## src/rtl/uart_pkg.sv

```systemverilog
// Shared UART definitions: default line settings, FSM state encoding and
// bit-timing / parity helpers used by both uart_tx and uart_rx.
package uart_pkg;

  localparam int DEF_CLK_FREQ = 50_000_000;
  localparam int DEF_BAUD     = 115_200;

  localparam logic [2:0] IDLE      = 3'd0;
  localparam logic [2:0] START     = 3'd1;
  localparam logic [2:0] DATA      = 3'd2;
  localparam logic [2:0] PARITY    = 3'd3;
  localparam logic [2:0] STOP      = 3'd4;
  localparam logic [2:0] WAIT_HIGH = 3'd5;

  function automatic int calc_bit_cnt(input int clk_freq, input int baud);
    return clk_freq / baud;
  endfunction

  function automatic int calc_half(input int clk_freq, input int baud);
    return calc_bit_cnt(clk_freq, baud) / 2;
  endfunction

  // Non-zero when data plus parity bit do not form even parity.
  function automatic logic even_par_err(input logic [7:0] data, input logic par);
    return (^data) ^ par;
  endfunction

endpackage

```

## src/rtl/rx_sync.sv

```systemverilog
// Two-flop synchroniser for the asynchronous rx pin plus a history register
// that flags a falling edge on the synchronised line.
module rx_sync (
  input  logic clk,
  input  logic rst_n,
  input  logic rx,
  output logic rx_s,
  output logic fall
);

  logic sync1_r;
  logic sync2_r;
  logic prev_r;

  // Idle-high reset values so that reset release never looks like a start edge.
  always_ff @(posedge clk or negedge rst_n) begin
    if (!rst_n) begin
      sync1_r <= 1'b1;
      sync2_r <= 1'b1;
      prev_r  <= 1'b1;
    end else begin
      sync1_r <= rx;
      sync2_r <= sync1_r;
      prev_r  <= sync2_r;
    end
  end

  assign rx_s = sync2_r;
  assign fall = prev_r & ~sync2_r;

endmodule

```

## src/rtl/uart_rx.sv

```systemverilog
// UART receiver: 8N1 by default, 8E1 when UART_RX_PARITY_EN is defined.
// Mid-bit sampling, one-cycle dout_vld / frame_err / parity_err pulses.
module uart_rx
  import uart_pkg::*;
#(
  parameter int CLK_FREQ = DEF_CLK_FREQ,
  parameter int BAUD     = DEF_BAUD
) (
  input  logic       clk,
  input  logic       rst_n,
  input  logic       rx,
  output logic [7:0] dout,
  output logic       dout_vld,
  output logic       frame_err,
  output logic       parity_err,
  output logic       busy
);

  localparam int          BIT_CNT   = calc_bit_cnt(CLK_FREQ, BAUD);
  localparam int          HALF      = calc_half(CLK_FREQ, BAUD);
  localparam logic [15:0] BIT_LAST  = 16'(BIT_CNT - 1);
  localparam logic [15:0] HALF_LAST = 16'(HALF - 1);

  logic        rx_s;
  logic        fall_s;
  logic [2:0]  state_r;
  logic [2:0]  state_nx_s;
  logic [15:0] cnt_r;
  logic [2:0]  idx_r;
  logic [7:0]  shift_r;
  logic        half_done_s;
  logic        bit_done_s;
  logic        sample_s;
  logic        shift_en_s;
  logic        par_cap_s;
  logic        good_s;
  logic        ferr_s;
  logic        perr_s;
  logic        par_bad_s;
  logic [7:0]  dout_r;
  logic        dout_vld_r;
  logic        frame_err_r;
  logic        parity_err_r;
  logic        busy_r;

  rx_sync u_rx_sync (
    .clk  (clk),
    .rst_n(rst_n),
    .rx   (rx),
    .rx_s (rx_s),
    .fall (fall_s)
  );

  assign half_done_s = (cnt_r == HALF_LAST);
  assign bit_done_s  = (cnt_r == BIT_LAST);

  // FSM state register.
  always_ff @(posedge clk or negedge rst_n) begin
    if (!rst_n) begin
      state_r <= IDLE;
    end else begin
      state_r <= state_nx_s;
    end
  end

  // FSM next-state logic.
  always_comb begin
    state_nx_s = state_r;
    case (state_r)
      IDLE: begin
        if (fall_s) state_nx_s = START;
        else        state_nx_s = IDLE;
      end
      START: begin
        if (half_done_s) state_nx_s = rx_s ? IDLE : DATA;
        else             state_nx_s = START;
      end
      DATA: begin
        if (bit_done_s && (idx_r == 3'd7)) begin
`ifdef UART_RX_PARITY_EN
          state_nx_s = PARITY;
`else
          state_nx_s = STOP;
`endif
        end else begin
          state_nx_s = DATA;
        end
      end
`ifdef UART_RX_PARITY_EN
      PARITY: begin
        if (bit_done_s) state_nx_s = STOP;
        else            state_nx_s = PARITY;
      end
`endif
      STOP: begin
        if (bit_done_s) state_nx_s = rx_s ? IDLE : WAIT_HIGH;
        else            state_nx_s = STOP;
      end
      WAIT_HIGH: begin
        if (rx_s) state_nx_s = IDLE;
        else      state_nx_s = WAIT_HIGH;
      end
      default: state_nx_s = IDLE;
    endcase
  end

  // FSM output decode: sample strobes and frame verdicts.
  always_comb begin
    sample_s   = 1'b0;
    shift_en_s = 1'b0;
    par_cap_s  = 1'b0;
    good_s     = 1'b0;
    ferr_s     = 1'b0;
    perr_s     = 1'b0;
    case (state_r)
      START: begin
        sample_s = half_done_s;
      end
      DATA: begin
        sample_s   = bit_done_s;
        shift_en_s = bit_done_s;
      end
      PARITY: begin
        sample_s  = bit_done_s;
        par_cap_s = bit_done_s;
      end
      STOP: begin
        sample_s = bit_done_s;
        good_s   = bit_done_s & rx_s & ~par_bad_s;
        perr_s   = bit_done_s & rx_s & par_bad_s;
        ferr_s   = bit_done_s & ~rx_s;
      end
      default: begin
        sample_s = 1'b0;
      end
    endcase
  end

  // Baud counter: restarts on every state change and at each sample point.
  always_ff @(posedge clk or negedge rst_n) begin
    if (!rst_n) begin
      cnt_r <= 16'd0;
    end else if ((state_r == IDLE) || (state_nx_s != state_r) || sample_s) begin
      cnt_r <= 16'd0;
    end else begin
      cnt_r <= cnt_r + 16'd1;
    end
  end

  // Data bit index and LSB-first shift register.
  always_ff @(posedge clk or negedge rst_n) begin
    if (!rst_n) begin
      idx_r   <= 3'd0;
      shift_r <= 8'h00;
    end else begin
      if (state_r != DATA) idx_r <= 3'd0;
      else if (shift_en_s) idx_r <= idx_r + 3'd1;
      if (shift_en_s) shift_r <= {rx_s, shift_r[7:1]};
    end
  end

`ifdef UART_RX_PARITY_EN
  logic par_bad_r;

  // Parity verdict captured at the parity sample, consumed at the stop sample.
  always_ff @(posedge clk or negedge rst_n) begin
    if (!rst_n) begin
      par_bad_r <= 1'b0;
    end else if (par_cap_s) begin
      par_bad_r <= even_par_err(shift_r, rx_s);
    end
  end

  assign par_bad_s = par_bad_r;
`else
  assign par_bad_s = 1'b0;
`endif

  // Registered outputs.
  always_ff @(posedge clk or negedge rst_n) begin
    if (!rst_n) begin
      dout_r       <= 8'h00;
      dout_vld_r   <= 1'b0;
      frame_err_r  <= 1'b0;
      parity_err_r <= 1'b0;
      busy_r       <= 1'b0;
    end else begin
      if (good_s) dout_r <= shift_r;
      dout_vld_r   <= good_s;
      frame_err_r  <= ferr_s;
      parity_err_r <= perr_s;
      busy_r       <= (state_nx_s != IDLE);
    end
  end

  assign dout       = dout_r;
  assign dout_vld   = dout_vld_r;
  assign frame_err  = frame_err_r;
  assign parity_err = parity_err_r;
  assign busy       = busy_r;

endmodule

```

## config.mk

```make
export PLATFORM = sky130hd
export DESIGN_NAME = uart_rx
export DESIGN_NICKNAME = d
export VERILOG_FILES = /design/src/rtl/uart_pkg.sv /design/src/rtl/rx_sync.sv /design/src/rtl/uart_rx.sv
export SDC_FILE = /design/constraint.sdc
export NUM_CORES = 1
export LEC_CHECK = 0
export BUFFER_PORTS_ARGS = -buffer_cell sky130_fd_sc_hd__buf_2
export CORE_ASPECT_RATIO = 0.75
export CORE_UTILIZATION = 37
export CTS_CLUSTER_SIZE = 8
export DETAILED_ROUTE_END_ITERATION = 12
export PLACE_DENSITY = 0.53
export SLEW_MARGIN = 30
export SYNTH_ARGS = -nofsm -noshare
export SYNTH_HDL_FRONTEND = slang
export SYNTH_SLANG_ARGS = --single-unit
export TNS_END_PERCENT = 100
```

## constraint.sdc

```tcl
create_clock -name clk -period 4.4 [get_ports clk]
set_input_delay 0.44 -clock clk [delete_from_list [all_inputs] [get_ports clk]]
set_output_delay 0.44 -clock clk [all_outputs]
set_load 0.01 [all_outputs]
```

==> results of run 1 <==
power breakdown:
part           switching, W  total [W]  internal (W)  leakage [nW]
Clock              0.000136   0.000322      0.000186        0.0614
Combinational     0.0000559   0.000101     0.0000456         0.504
Sequential        0.0000344   0.000465      0.000431         0.590
layout make-up:
| cell class | instances | area [sq um] | area share (%) |
|---|---|---|---|
| Clock buffer | 6 | 82.6 | 3.52 |
| Clock inverter | 2 | 38.8 | 1.65 |
| Inverter | 4 | 15.0 | 0.640 |
| Multi-Input combinational cell | 112 | 943 | 40.2 |
| Sequential cell | 44 | 1100 | 47.1 |
| Tap cell | 75 | 93.8 | 4.00 |
| Timing Repair Buffer | 13 | 67.6 | 2.88 |
layer usage:
layer / vias up / GRT usage [%] / wire, um
li1: 623 / - / -
met1: 667 / 19.5 / 1860
met2: 25 / 21.0 / 1670
met3: 2 / 4.03 / 154
met4: 0 / 5.36 / 23
met5: - / 0 / 0
logic make-up (layout without fill, tap and decap cells):
logic type / after synthesis / count (layout) / synth area share (%)
other: 1 / 1 / 0.178
and+or+nand+nor: 64 / 64 / 21.1
adders and majority gates: 5 / 5 / 2.97
xor gates and xnor gates: 14 / 14 / 5.81
buffers and inverters: 12 / 25 / 2.91
muxes: 19 / 19 / 11.4
AOI/OAI and AO/OA: 9 / 9 / 3.32
DFF: 44 / 44 / 52.4
Yosys cell counts (all sizes together):
cell / instances
dfstp: 3
or2: 1
inv: 4
nor3: 14
a31o: 1
and4: 4
nor4bb: 1
xor2: 11
a21oi: 2
xnor2: 3
nor3b: 4
o21ai: 1
mux2i: 3
conb: 1
mux2: 16
nand4: 9
ha: 5
dfrtp: 41
clkbuf: 2
nor2: 5
and3: 4
or3b: 3
o32a: 1
a211oi: 2
and4b: 2
o311a: 1
nand2: 4
or3: 1
a22oi: 1
and2: 3
nor4: 2
nand2b: 2
buf: 6
and3b: 1
nand3: 4
registers in the layout, summed over array words and instances (netlist names):
register / flops
u_rx_sync.rx_s: 1
frame_err: 1
idx_r: 3
shift_r: 8
u_rx_sync.prev_r: 1
state_r: 3
dout: 8
cnt_r: 16
busy: 1
dout_vld: 1
u_rx_sync.sync1_r: 1
final timing paths:
check | start | end | slack, ns | cells after the start
worst max-delay path | cnt_r[10] | cnt_r[9] | 2.26 | 4
worst min-delay path | rst_n | cnt_r[8] | 0.13 | 1
worst max register to register | cnt_r[10] | cnt_r[9] | 2.26 | 4
worst min register to register | u_rx_sync.sync1_r | u_rx_sync.rx_s | 0.36 | 0
max in group asynchronous | rst_n | shift_r[0] | 3.89 | 1
min in group clk | rx | u_rx_sync.sync1_r | 0.23 | 1
through the flow:
stage | instances | area [sq um] | setup slack, ns | total power, W
4_1_cts | 256 | 2340 | 2.25 | 0.000901
5_1_grt | 256 | 2350 | 2.10 | 0.000934
3_3_place_gp | 248 | 2220 | 2.33 | 0.000573
2_1_floorplan | 168 | 2110 | 2.64 | 0.000543
6_report | 256 | 2350 | 2.26 | 0.000888
3_5_place_dp | 248 | 2220 | 2.27 | 0.000575
==> reports/metrics.csv, run 1 <==
metric,value,unit
outcome,finished clean,
Worst Path Arrival,2.28,ns
core box area,5410,sq um
Die Span X,89.2,um
Worst VDD drop,175,uV
initial antenna violation count,0,
gp weighted congestion,0.806,
post-CTS sizing,0,
Root Driver,clkbuf_8,
hpwl dp,2.60,mm
Hold WS,0.128,ns
WP data required,4.54,ns
post-synth net total,176,
DR iter-0 viols,53,
DR pass1 iterations,4,
I/O pin cnt,15,
WP buf/inv,0,
# Post-CTS Setup Buffers,0,
Worst path max stage delay,0.69,ns
Mapped Avg Cell Area,12.6,sq um
max_cap viols,0,
share of the synthesized area in the top cell type,48.6,%
Peak Freq,467,MHz
Yosys reg bits,44,
maximum root-to-sink buffer count,2,
leakage power,1.16,nW
DRT Wirelength,3.71,mm
TNS Setup,0,ns
"commonest non-fill, non-tap cell in the layout",dfrtp_1,
actual slew at the worst max-slew pin,0.778,ns
"CP delay by family, top",simple AND/OR/NAND/NOR gates,
Final min period,2.14,ns
largest net degree at the start of global routing,45,
Layout Skew,0.00712,ns
overall routing resource usage,14.1,%
Synth area leader,dfrtp_1,
CTS Hold Bufs,0,
CP startpoint kind,register,
HP Class,in2async,
"Remaining Overflow, GRT",0,
fillers,529,
share of cells above drive strength 1,26.5,%
std cell rows,23,
"CTS clk-pin slew, worst paths",0.09,ns
Final Util,43.4,%
CP Capture Type,register,
RSZ-0062 raised after global routing,no,
"Period Utilization, post-route",48.6,%
number of global-route vias before repair,1251,
Post-Syn Instances,168,
"Seq/Total Area, Yosys",52.4,%
Area contributors post-synth,"dfrtp_1 (49%), mux2_4 (5.7%), xor2_1 (4.6%), dfstp_2 (3.7%), mux2_2 (3.7%)",
drt drc,0,
Port Buffers,13,
"Hold Vio Cnt, Final",0,
Initial Utilization,39.0,%
total CTS buffers,5,
area added between synthesis and finish,11.2,%
Die Area,6010,sq um
"Cell Area, Synth",2110,sq um
Layout Nets,188,
WL/cell,14.5,um
clock latency on the worst-skew pair,0.29,ns
global-route wire length before repair,6.20,mm
TritonCTS Sinks,44,
highest-delay cell along the critical path,a21oi_2,
Die H,67.4,um
Netlist cell types,42,
Relative slew margins,48.1,%
via/cell ratio,5.14,
n_diodes,0,
CTS tree,done,
Routed Antenna Nets,0,
most frequent cells in the layout,"dfrtp_1 (41), nor3_1 (14), buf_2 (12)",
Power Dens Cells,379,nW/um^2
Worst Path Max Fanout,16,
Synth Warn #,0,
CP cell instances,nor4_4 > nand4_4 > a21oi_2 > nor3_1,
via count,1317,
Final setup viols,0,
Max Slew Vio Count,0,
Crit Path Category,reg2reg,
H-Tree Depth,2,
No activity file was read; power rests on OpenSTA's default activity.
==> run 2: changes to the inputs <==
- clock period: 4.4 -> 2.1 ns (I/O delays scaled with it)
==> run 2 against run 1 <==
Net effect: maximum frequency is 14% higher; via count is 0.53% higher; register-to-register slack got worse by 2.0 ns; power increased by 110%; design area grew 2.3%.
==> reports/metrics.csv, run 2 (synthesis results as in run 1) <==
metric,value,unit
register area,1100,sq um
HP Class,reg2reg,
largest net degree at the start of global routing,24,
Power Dens Cells,773,nW/um^2
fillers,513,
TritonCTS Sinks,44,
DR iter-0 viols,42,
DRT Wirelength,3.80,mm
"CP delay by family, top",simple AND/OR/NAND/NOR gates,
maximum root-to-sink buffer count,2,
Die Span X,89.2,um
Hold Crit Depth,0,
Hold WS,0.360,ns
Die Area,6010,sq um
clock latency on the worst-skew pair,0.30,ns
via/cell ratio,5.05,
CP cell instances,nor4_4 > nand4_1 > or2_1 > mux2_1,
TNS Setup,0,ns
"commonest non-fill, non-tap cell in the layout",dfrtp_1,
I/O pin cnt,15,
Worst Path Arrival,2.06,ns
Crit Path Category,reg2reg,
via count,1324,
total CTS buffers,5,
Worst VDD drop,471,uV
"Hold Vio Cnt, Final",0,
H-Tree Depth,2,
gp weighted congestion,0.837,
drt drc,0,
Layout Nets,194,
CP Capture Type,register,
Layout Skew,0.00917,ns
CTS Hold Bufs,2,
Final setup viols,0,
worst setup margin,0.224,ns
overall routing resource usage,14.4,%
number of global-route vias before repair,1325,
Stages on worst setup path,4,
WL/cell,14.5,um
footprint of the multi-input gates,943,sq um
"Most flops, register",cnt_r,
outcome,finished clean,
Die H,67.4,um
"CTS clk-pin slew, worst paths",0.09,ns
flip-flop count of the largest register after layout,16,
Port Buffers,13,
R2R depth,4,
Routed Antenna Nets,0,
WP buf/inv,0,
n_diodes,0,
actual slew at the worst max-slew pin,0.552,ns
DR pass1 iterations,4,
Worst path max stage delay,0.46,ns
Final min period,1.88,ns
leakage power,1.18,nW
post-CTS sizing,0,
global-route wire length before repair,6.33,mm
hpwl dp,2.72,mm
initial antenna violation count,0,
std cell rows,23,
CP startpoint kind,register,
"Remaining Overflow, GRT",0,
Max Slew Vio Count,0,
Peak Freq,533,MHz
share of cells above drive strength 1,27.8,%
setup slack at placement,0.215,ns
CTS tree,done,
"Period Utilization, post-route",89.4,%
RSZ-0062 raised after global routing,no,
WP data required,2.28,ns
# Post-CTS Setup Buffers,0,
Root Driver,clkbuf_8,
max_cap viols,0,
Relative slew margins,63.1,%
area added between synthesis and finish,13.8,%
Worst Path Max Fanout,8,
Initial Utilization,39.0,%
highest-delay cell along the critical path,dfrtp_1,
most frequent cells in the layout,"dfrtp_1 (41), nor3_1 (14), buf_2 (13)",
core box area,5410,sq um
## run 2: cell types whose count changed in the layout (fill, tap and decap cells not counted), sizes merged
cell / before / now
buf: 13 / 17
clkbuf: 6 / 5
clkinv: 1 / 2
dlygate4sd3: 0 / 2
## run 2: report_power, final
part	switching, W	internal (W)	leakage (nW)
logic	0.000120	0.000105	0.536
clock network	0.000296	0.000358	0.0583
registers	0.0000750	0.000902	0.590
## run 2: path summary, 6_finish.rpt
| path | from | end | slack (ns) |
|---|---|---|---|
| setup / recovery | cnt_r[10] | dout[0] | 0.22 |
| hold / removal | u_rx_sync.sync1_r | u_rx_sync.rx_s | 0.36 |
| setup reg to reg | cnt_r[10] | dout[0] | 0.22 |
| hold reg to reg | u_rx_sync.sync1_r | u_rx_sync.rx_s | 0.36 |
| max in group asynchronous | rst_n | cnt_r[2] | 1.17 |
| min in group asynchronous | rst_n | state_r[1] | 0.43 |
## run 2: layer usage
layer / share of wire [%] / GRT usage, %
met2: 43 / 20.6
met4: 1.1 / 6.15
met5: 0 / 0
met3: 3.3 / 4.03
met1: 52 / 20.4
## run 2: worst register-to-register path: stages, from the launching register on
cell and delay, ns:
dfrtp_1 0.46, nor4_4 0.43, nand4_1 0.12, or2_1 0.38, mux2_1 0.37
## run 2: cell type report
type	instances	share of cell area, %
Inverter	4	0.625
Sequential cell	44	46.0
Tap cell	75	3.91
Multi-Input combinational cell	112	39.3
Clock buffer	5	2.87
Timing Repair Buffer	19	5.32
Clock inverter	3	1.98
## run 2: through the flow
step | utilization, % | cell area [sq um] | std cells | power [W]
floorplan | - | 2110 | 168 | 0.00114
global placement | 41.9 | 2260 | 252 | 0.00121
detailed placement | 41.9 | 2260 | 252 | 0.00121
CTS | 44.4 | 2400 | 262 | 0.00188
global route | 44.4 | 2400 | 262 | 0.00195
finish | 44.4 | 2400 | 262 | 0.00186
==> run 3: changes to the inputs <==
- RECOVER_POWER: not set -> 50
==> run 3 against run 2 <==
Net effect: sequential power about the same; worst setup slack about the same; register-to-register slack about the same; clock power about the same; hold slack improved by 0.0053 ns; combinational power about the same; die area unchanged; highest routed layer unchanged.
==> reports/metrics.csv, run 3 (synthesis results as in run 1) <==
metric,value,unit
outcome,finished clean,
Port Buffers,13,
R2R Setup Slk,0.22,ns
DRT Wirelength,3.79,mm
Die Area,6010,sq um
"commonest non-fill, non-tap cell in the layout",dfrtp_1,
"Period Utilization, post-route",89.4,%
drt drc,0,
highest-delay cell along the critical path,dfrtp_1,
Hold Crit Depth,0,
# Post-CTS Setup Buffers,0,
leakage power,1.17,nW
CP startpoint kind,register,
dpl cells,252,
footprint of the multi-input gates,943,sq um
P_int,0.00136,W
Clk network pwr share,35.3,%
Layout Cells excl Fill,262,
worst r2r src,cnt_r[10],
Die Span X,89.2,um
register area,1100,sq um
Crit Path Category,reg2reg,
"Most flops, register",cnt_r,
"Remaining Overflow, GRT",0,
Initial Utilization,39.0,%
area added between synthesis and finish,13.6,%
RSZ-0062 raised after global routing,no,
largest net degree at the start of global routing,24,
overall routing resource usage,14.4,%
Relative slew margins,11.6,%
WL/cell,14.5,um
CP Capture Type,register,
total CTS buffers,5,
Final Util,44.3,%
"Hold Vio Cnt, Final",0,
Final Instance Area,2400,sq um
flip-flop count of the largest register after layout,16,
most frequent cells in the layout,"dfrtp_1 (41), nor3_1 (14), xor2_1 (11)",
HP Class,reg2reg,
"CTS clk-pin slew, worst paths",0.09,ns
Reg power frac,52.6,%
std cell rows,23,
Final min period,1.88,ns
Final setup viols,0,
Layout Nets,194,
CTS Hold Bufs,2,
actual slew at the worst max-slew pin,1.33,ns
global-route wire length before repair,6.33,mm
share of cells above drive strength 1,25.1,%
WP data required,2.28,ns
n_diodes,0,
DR pass1 iterations,4,
post-CTS sizing,0,
TritonCTS Sinks,44,
combinational share of power,12.1,%
fillers,513,
DR iter-0 viols,30,
initial antenna violation count,0,
HP Start,u_rx_sync.sync1_r,
TNS Setup,0,ns
max_cap viols,0,
Worst Path Arrival,2.06,ns
Max Slew Vio Count,0,
gp weighted congestion,0.837,
Worst Hold Path EP,u_rx_sync.rx_s,
Power Dens Cells,775,nW/um^2
worst reg2reg endpoint,dout[0],
via count,1318,
maximum root-to-sink buffer count,2,
number of global-route vias before repair,1325,
Peak Freq,533,MHz
worst setup margin,0.223,ns
setup slack at placement,0.215,ns
Worst VDD drop,468,uV
core box area,5410,sq um
Layout Skew,0.00993,ns
Routed Antenna Nets,0,
hpwl dp,2.72,mm
Worst Path Max Fanout,8,
Die H,67.4,um
CTS tree,done,
Area after DPL,2260,sq um
Psw,0.000492,W
H-Tree Depth,2,
Worst path max stage delay,0.46,ns
I/O pin cnt,15,
Root Driver,clkbuf_8,
CP cell instances,nor4_4 > nand4_1 > or2_1 > mux2_1,
sw frac,26.5,%
via/cell ratio,5.03,
clock latency on the worst-skew pair,0.30,ns
R2R depth,4,
-- run 3: final cells by class --
class                           count  area share [%]
Inverter                            4           0.627
Timing Repair Buffer               19            5.12
Clock buffer                        5            2.87
Tap cell                           75            3.92
Sequential cell                    44            46.1
Clock inverter                      3            1.98
Multi-Input combinational cell    112            39.4
-- run 3: power by group through the flow --
stage	clock [W]	combinational, W	sequential [W]
floorplan	0	0.000169	0.000970
global placement	0	0.000216	0.000990
detailed placement	0	0.000222	0.000993
CTS	0.000680	0.000227	0.000976
global route	0.000710	0.000254	0.000986
finish	0.000655	0.000225	0.000976
-- run 3: stage by stage --
step,hold slack (ns),total power [W]
global placement,0.222,0.00121
floorplan,-0.0856,0.00114
detailed placement,0.232,0.00121
global route,0.367,0.00195
finish,0.365,0.00186
CTS,0.362,0.00188
-- run 3: worst max-delay path: cells and delay by family, from the launching register on --
| family | cells | cell delay, ns |
|---|---|---|
| multiplexers | 1 | 0.37 |
| flip-flops | 1 | 0.46 |
| AND/OR/NAND/NOR | 3 | 0.93 |
-- run 3: metal layers --
layer	share of wire, %	vias up	wire length [um]	global-route usage, %
met4	1.1	0	43	6.15
met3	3.0	5	113	4.03
met5	0	-	0	0
met1	53	658	2010	20.4
li1	-	639	-	-
met2	43	16	1620	20.6
-- run 3: how the worst max path moves through the flow --
stage,from,end,depth (start not counted)
after floorplan,cnt_r[10],shift_r[0],5
after global placement,cnt_r[10],dout[0],4
after detailed placement,cnt_r[10],dout[0],4
after CTS,cnt_r[10],dout[0],4
after global routing,cnt_r[10],dout[0],4
final,cnt_r[10],dout[0],4
